`src/rtl/dcache_controller.sv`:
```
// Direct-mapped write-back/write-allocate data cache: hits complete in the request cycle, misses stall.
// BUSYWAIT holds the CPU through write-back, fetch and update; memory is paced by MEM_BUSYWAIT.
module dcache_controller #(
  parameter int INDEX_BITS = 3
) (
  input  logic        CLK,
  input  logic        RESET,
  input  logic        READ,
  input  logic        WRITE,
  input  logic [7:0]  ADDRESS,
  input  logic [7:0]  WRITEDATA,
  output logic [7:0]  READDATA,
  output logic        BUSYWAIT,
  output logic        MEM_READ,
  output logic        MEM_WRITE,
  output logic [5:0]  MEM_ADDRESS,
  output logic [31:0] MEM_WRITEDATA,
  input  logic [31:0] MEM_READDATA,
  input  logic        MEM_BUSYWAIT
);

  localparam int TAG_BITS = 6 - INDEX_BITS;
  localparam int NUM_BLOCKS = 1 << INDEX_BITS;

  typedef enum logic [1:0] {IDLE, WRITEBACK, FETCH, UPDATE} state_t;

  state_t state;

  logic [31:0]         data_array [NUM_BLOCKS];
  logic [TAG_BITS-1:0] tag_array  [NUM_BLOCKS];
  logic [NUM_BLOCKS-1:0] valid;
  logic [NUM_BLOCKS-1:0] dirty;

  logic [TAG_BITS-1:0]   tag;
  logic [INDEX_BITS-1:0] index;
  logic [1:0]            offset;
  logic [TAG_BITS-1:0]   lat_tag;
  logic [INDEX_BITS-1:0] lat_index;

  logic       hit;
  logic       req;
  logic       idle_hit;
  logic [7:0] hit_byte;
  logic [7:0] read_hold;
  logic       seen_busy;
  logic       mem_done;

  assign tag    = ADDRESS[7 -: TAG_BITS];
  assign index  = ADDRESS[2 +: INDEX_BITS];
  assign offset = ADDRESS[1:0];

  assign hit      = valid[index] && (tag_array[index] == tag);
  assign req      = READ | WRITE;
  assign idle_hit = (state == IDLE) && hit;
  assign hit_byte = data_array[index][{offset, 3'b000} +: 8];

  assign BUSYWAIT = req & ~idle_hit;
  // A store with READ also high is a store, so it never drives load data.
  assign READDATA = (READ && !WRITE && idle_hit) ? hit_byte : read_hold;

  // Memory finishes once it has been seen busy and then drops busy.
  assign mem_done = seen_busy & ~MEM_BUSYWAIT;

  always_ff @(posedge CLK) begin
    if (RESET) begin
      state         <= IDLE;
      valid         <= '0;
      dirty         <= '0;
      seen_busy     <= 1'b0;
      MEM_READ      <= 1'b0;
      MEM_WRITE     <= 1'b0;
      MEM_ADDRESS   <= '0;
      MEM_WRITEDATA <= '0;
      read_hold     <= '0;
    end else begin
      case (state)
        IDLE: begin
          if (req && hit) begin
            if (WRITE) begin
              data_array[index][{offset, 3'b000} +: 8] <= WRITEDATA;
              dirty[index] <= 1'b1;
            end else begin
              read_hold <= hit_byte;
            end
          end else if (req) begin
            lat_tag   <= tag;
            lat_index <= index;
            if (dirty[index]) begin
              state         <= WRITEBACK;
              MEM_WRITE     <= 1'b1;
              MEM_ADDRESS   <= {tag_array[index], index};
              MEM_WRITEDATA <= data_array[index];
            end else begin
              state       <= FETCH;
              MEM_READ    <= 1'b1;
              MEM_ADDRESS <= {tag, index};
            end
          end
        end
        WRITEBACK: begin
          if (MEM_BUSYWAIT) seen_busy <= 1'b1;
          if (mem_done) begin
            seen_busy     <= 1'b0;
            state         <= FETCH;
            MEM_WRITE     <= 1'b0;
            MEM_READ      <= 1'b1;
            MEM_ADDRESS   <= {lat_tag, lat_index};
            MEM_WRITEDATA <= '0;
          end
        end
        FETCH: begin
          if (MEM_BUSYWAIT) seen_busy <= 1'b1;
          if (mem_done) begin
            seen_busy   <= 1'b0;
            state       <= UPDATE;
            MEM_READ    <= 1'b0;
            MEM_ADDRESS <= '0;
          end
        end
        UPDATE: begin
          data_array[lat_index] <= MEM_READDATA;
          tag_array[lat_index]  <= lat_tag;
          valid[lat_index]      <= 1'b1;
          dirty[lat_index]      <= 1'b0;
          state                 <= IDLE;
        end
        default: state <= IDLE;
      endcase
    end
  end

endmodule
```
`config.mk`:
```
export PLATFORM = sky130hd
export DESIGN_NAME = dcache_controller
export DESIGN_NICKNAME = d
export VERILOG_FILES = /design/src/rtl/dcache_controller.sv
export SDC_FILE = /design/constraint.sdc
export NUM_CORES = 1
export LEC_CHECK = 0
export BUFFER_PORTS_ARGS = -buffer_cell sky130_fd_sc_hd__buf_2
export CAP_MARGIN = 20
export CORE_MARGIN = 2
export CORE_UTILIZATION = 40
export CTS_CLUSTER_DIAMETER = 120
export DETAILED_ROUTE_END_ITERATION = 6
export HOLD_SLACK_MARGIN = 0.15
export PLACE_DENSITY = 0.56
export REMOVE_ABC_BUFFERS = 1
export SETUP_SLACK_MARGIN = 0.02
export SLEW_MARGIN = 20
export SYNTH_ARGS = -nofsm -noshare
export SYNTH_HDL_FRONTEND = slang
export SYNTH_SLANG_ARGS = --single-unit
```
`constraint.sdc`:
```
create_clock -name CLK -period 4.1 [get_ports CLK]
set_clock_uncertainty 0.2 [all_clocks]
set_input_delay 0.82 -clock CLK [delete_from_list [all_inputs] [get_ports CLK]]
set_output_delay 0.82 -clock CLK [all_outputs]
set_load 0.01 [all_outputs]
```
==> out/metrics.csv <==
stage,metric,value,unit
run_status,status,completed,
clock_tree,clkLatencyLatePin,0.52,ns
drt,first_pass_iters,5,
drt,vias,9919,
drt,via_per_inst,5.72,
timing,rsz0062_at_grt,true,
finish,final_common_cell,edfxtp_1,
setup_path,path_max_fanout,5,
global_routing,grt_pass1_vias,9828,
global_routing,grt_antenna_before_repair,1,
timing,fmax,0.248,GHz
synth,ys_ff_latch,353,
die,core-area,35700,um^2
setup_path,worstPathArrival,3.01,ns
synth,ys.warnings.count,0,
finish,num_antenna_cells,0,
timing,worst_pin_slew,0.882,ns
finish,area_growth,27.1,%
timing,final_max_slew_viol_count,0,
synth,async_reset_ff_frac,0,
placed_design,place_inst,1648,
placed_design,dpl.hpwl,31.1,mm
placed_design,pre_cts_ws,-0.208,ns
clock_tree,clock-sinks,353,
die,ioPinCount,102,
global_routing,grt_overflow_total,0,
clock_tree,clockBufferDepth,3,
synth,synth-main-ff-cell,edfxtp_1,
setup_path,worstPathRequired,3.08,ns
clock_tree,path_clk_slew,0.06,ns
drt,drt_iter0_drc,872,
drt,wl_per_cell,26.0,um
finish,finalInstanceArea,18500,um^2
setup_path,endpoint_kind,output port,
job,drv_cap,0,
min_path,hp-class,reg2reg,
clock_tree,cts_made_buffers,39,
die,die_area,37900,um^2
finish,fillCellCount,3077,
placed_design,io_buffers,101,
die,dieWidth,195,um
timing,finalCritPeriodShare,0.983,
placed_design,placed_area,16800,um^2
setup_path,path_class,in2out,
synth,ys_seq_area_frac,0.682,
clock_tree,ctsHoldBuffers,0,
drt,ant_nets,0,
synth,syn_area,14600,um^2
clock_tree,cts_tree,built,
timing,hold_viol,0,
clock_tree,h-tree-depth,2,
timing,fin_crit,4.03,ns
die,start_util,0.407,
finish,finalNetCount,1305,
pwr,pwr_density_cell,478,nW/um^2
placed_design,place.gp.congestion,0.819,
setup_path,worstSetupStartpointType,input pin,
clock_tree,cts-root-buf,clkbuf_16,
die,dieHeight,195,um
timing,setup_slack,0.0709,ns
drt,drc,0,
drt,totalWireLength,45.0,mm
synth,synth_edf_count,286,
global_routing,grt_max_degree,40,
pwr,finalPower,0.00883,W
synth,avgSynthCellArea,15.0,um^2
finish,most-common-layout-cells,"edfxtp_1, buf_4, buf_2",
pwr,vdd.ir_drop.worst,323,uV
die,row_count,69,
timing,relSlewSlack,0.412,
setup_path,rrSetupSlack,0.88,ns
timing,setup_viol,0,
global_routing,grt_pass1_wl,65.1,mm
global_routing,track_usage,0.235,
finish,layout-drive-gt1-share,0.346,
finish,final_util,0.517,
synth,synth_cells,968,
synth,synth_cell_types,72,
finish,final_cells,1734,
pwr,p_leak,7.08,nW
==> state kept, by name, summed over array words and instances (netlist names) <==
signal	flops
dirty	8
read_hold	8
lat_tag	3
MEM_WRITE	1
seen_busy	1
tag_array	24
state	2
valid	8
lat_index	3
data_array	256
MEM_WRITEDATA	32
MEM_READ	1
MEM_ADDRESS	6
==> routing by layer <==
metal	part of all wire	track usage	wire, um	up-vias
met5	0.0015	0.0102	68	-
met4	0.024	0.0642	1080	4
met3	0.081	0.0559	3670	79
met2	0.46	0.379	20700	430
met1	0.43	0.319	19400	4991
li1	-	-	-	4415
==> layout make-up <==
class | instances | area (um^2) | area share
Sequential cell | 353 | 9930 | 0.537
Multi-Input combinational cell | 538 | 4410 | 0.238
Timing Repair Buffer | 294 | 2280 | 0.123
Clock buffer | 55 | 1120 | 0.0605
Tap cell | 461 | 577 | 0.0312
Clock inverter | 16 | 114 | 0.00616
Inverter | 17 | 67.6 | 0.00365
==> timing repair <==
action / 4_1_cts / 5_1_grt
gates cloned: 0 / 3
pin swaps: 6 / 9
buffers inserted: 7 / 7
setup endpoints to repair: 8 / 8
gates resized for setup: 18 / 35
==> report_power, final <==
part / leakage (nW) / total, W / switching [W] / internal [W]
clock: 0.603 / 0.00336 / 0.00139 / 0.00197
combinational: 3.21 / 0.00136 / 0.000822 / 0.000538
sequential: 3.27 / 0.00411 / 0.0000846 / 0.00403
==> kinds of logic after synthesis <==
kind of cell               synth area share
muxes                                0.0895
DFF                                   0.682
xor gates and xnor gates            0.00112
buffers and inverters                0.0256
adders and majority gates           0.00774
and+or+nand+nor                      0.0637
AOI/OAI and AO/OA                     0.130
==> path summary, 6_finish.rpt <==
check,to,startpoint,cells past startpoint
min,valid[1],valid[1],1
max,READDATA[1],ADDRESS[4],9
max reg2reg,data_array[4][5],tag_array[0][1],10
min reg2reg,valid[1],valid[1],1
==> synthesized netlist by cell type, types with 20 or more instances <==
master | number | area share
mux2_2 | 23 | 0.018
clkbuf_1 | 26 | 0.0067
a22o_1 | 65 | 0.039
a22oi_1 | 20 | 0.010
a21oi_1 | 25 | 0.0086
nand2_1 | 52 | 0.013
a221oi_1 | 25 | 0.015
o21ai_0 | 24 | 0.0083
dfxtp_1 | 67 | 0.092
edfxtp_1 | 286 | 0.59
mux2i_1 | 33 | 0.023
nor2_1 | 68 | 0.018
mux4_2 | 29 | 0.045
==> worst max-delay path: stages <==
cell	delay (ns)
buf_16	0.13
buf_12	0.14
and3_1	0.27
buf_4	0.19
buf_4	0.15
a221o_1	0.38
mux4_2	0.45
mux2_4	0.31
buf_2	0.15
==> stage by stage <==
stage / hold WS, ns / TNS, ns
CTS: 0.248 / 0
floorplan: 0.220 / -27.35
detailed placement: 0.234 / -10.87
global route: 0.277 / 0
finish: 0.252 / 0
global placement: 0.233 / -8.87
(Power assumes the default switching activity.)
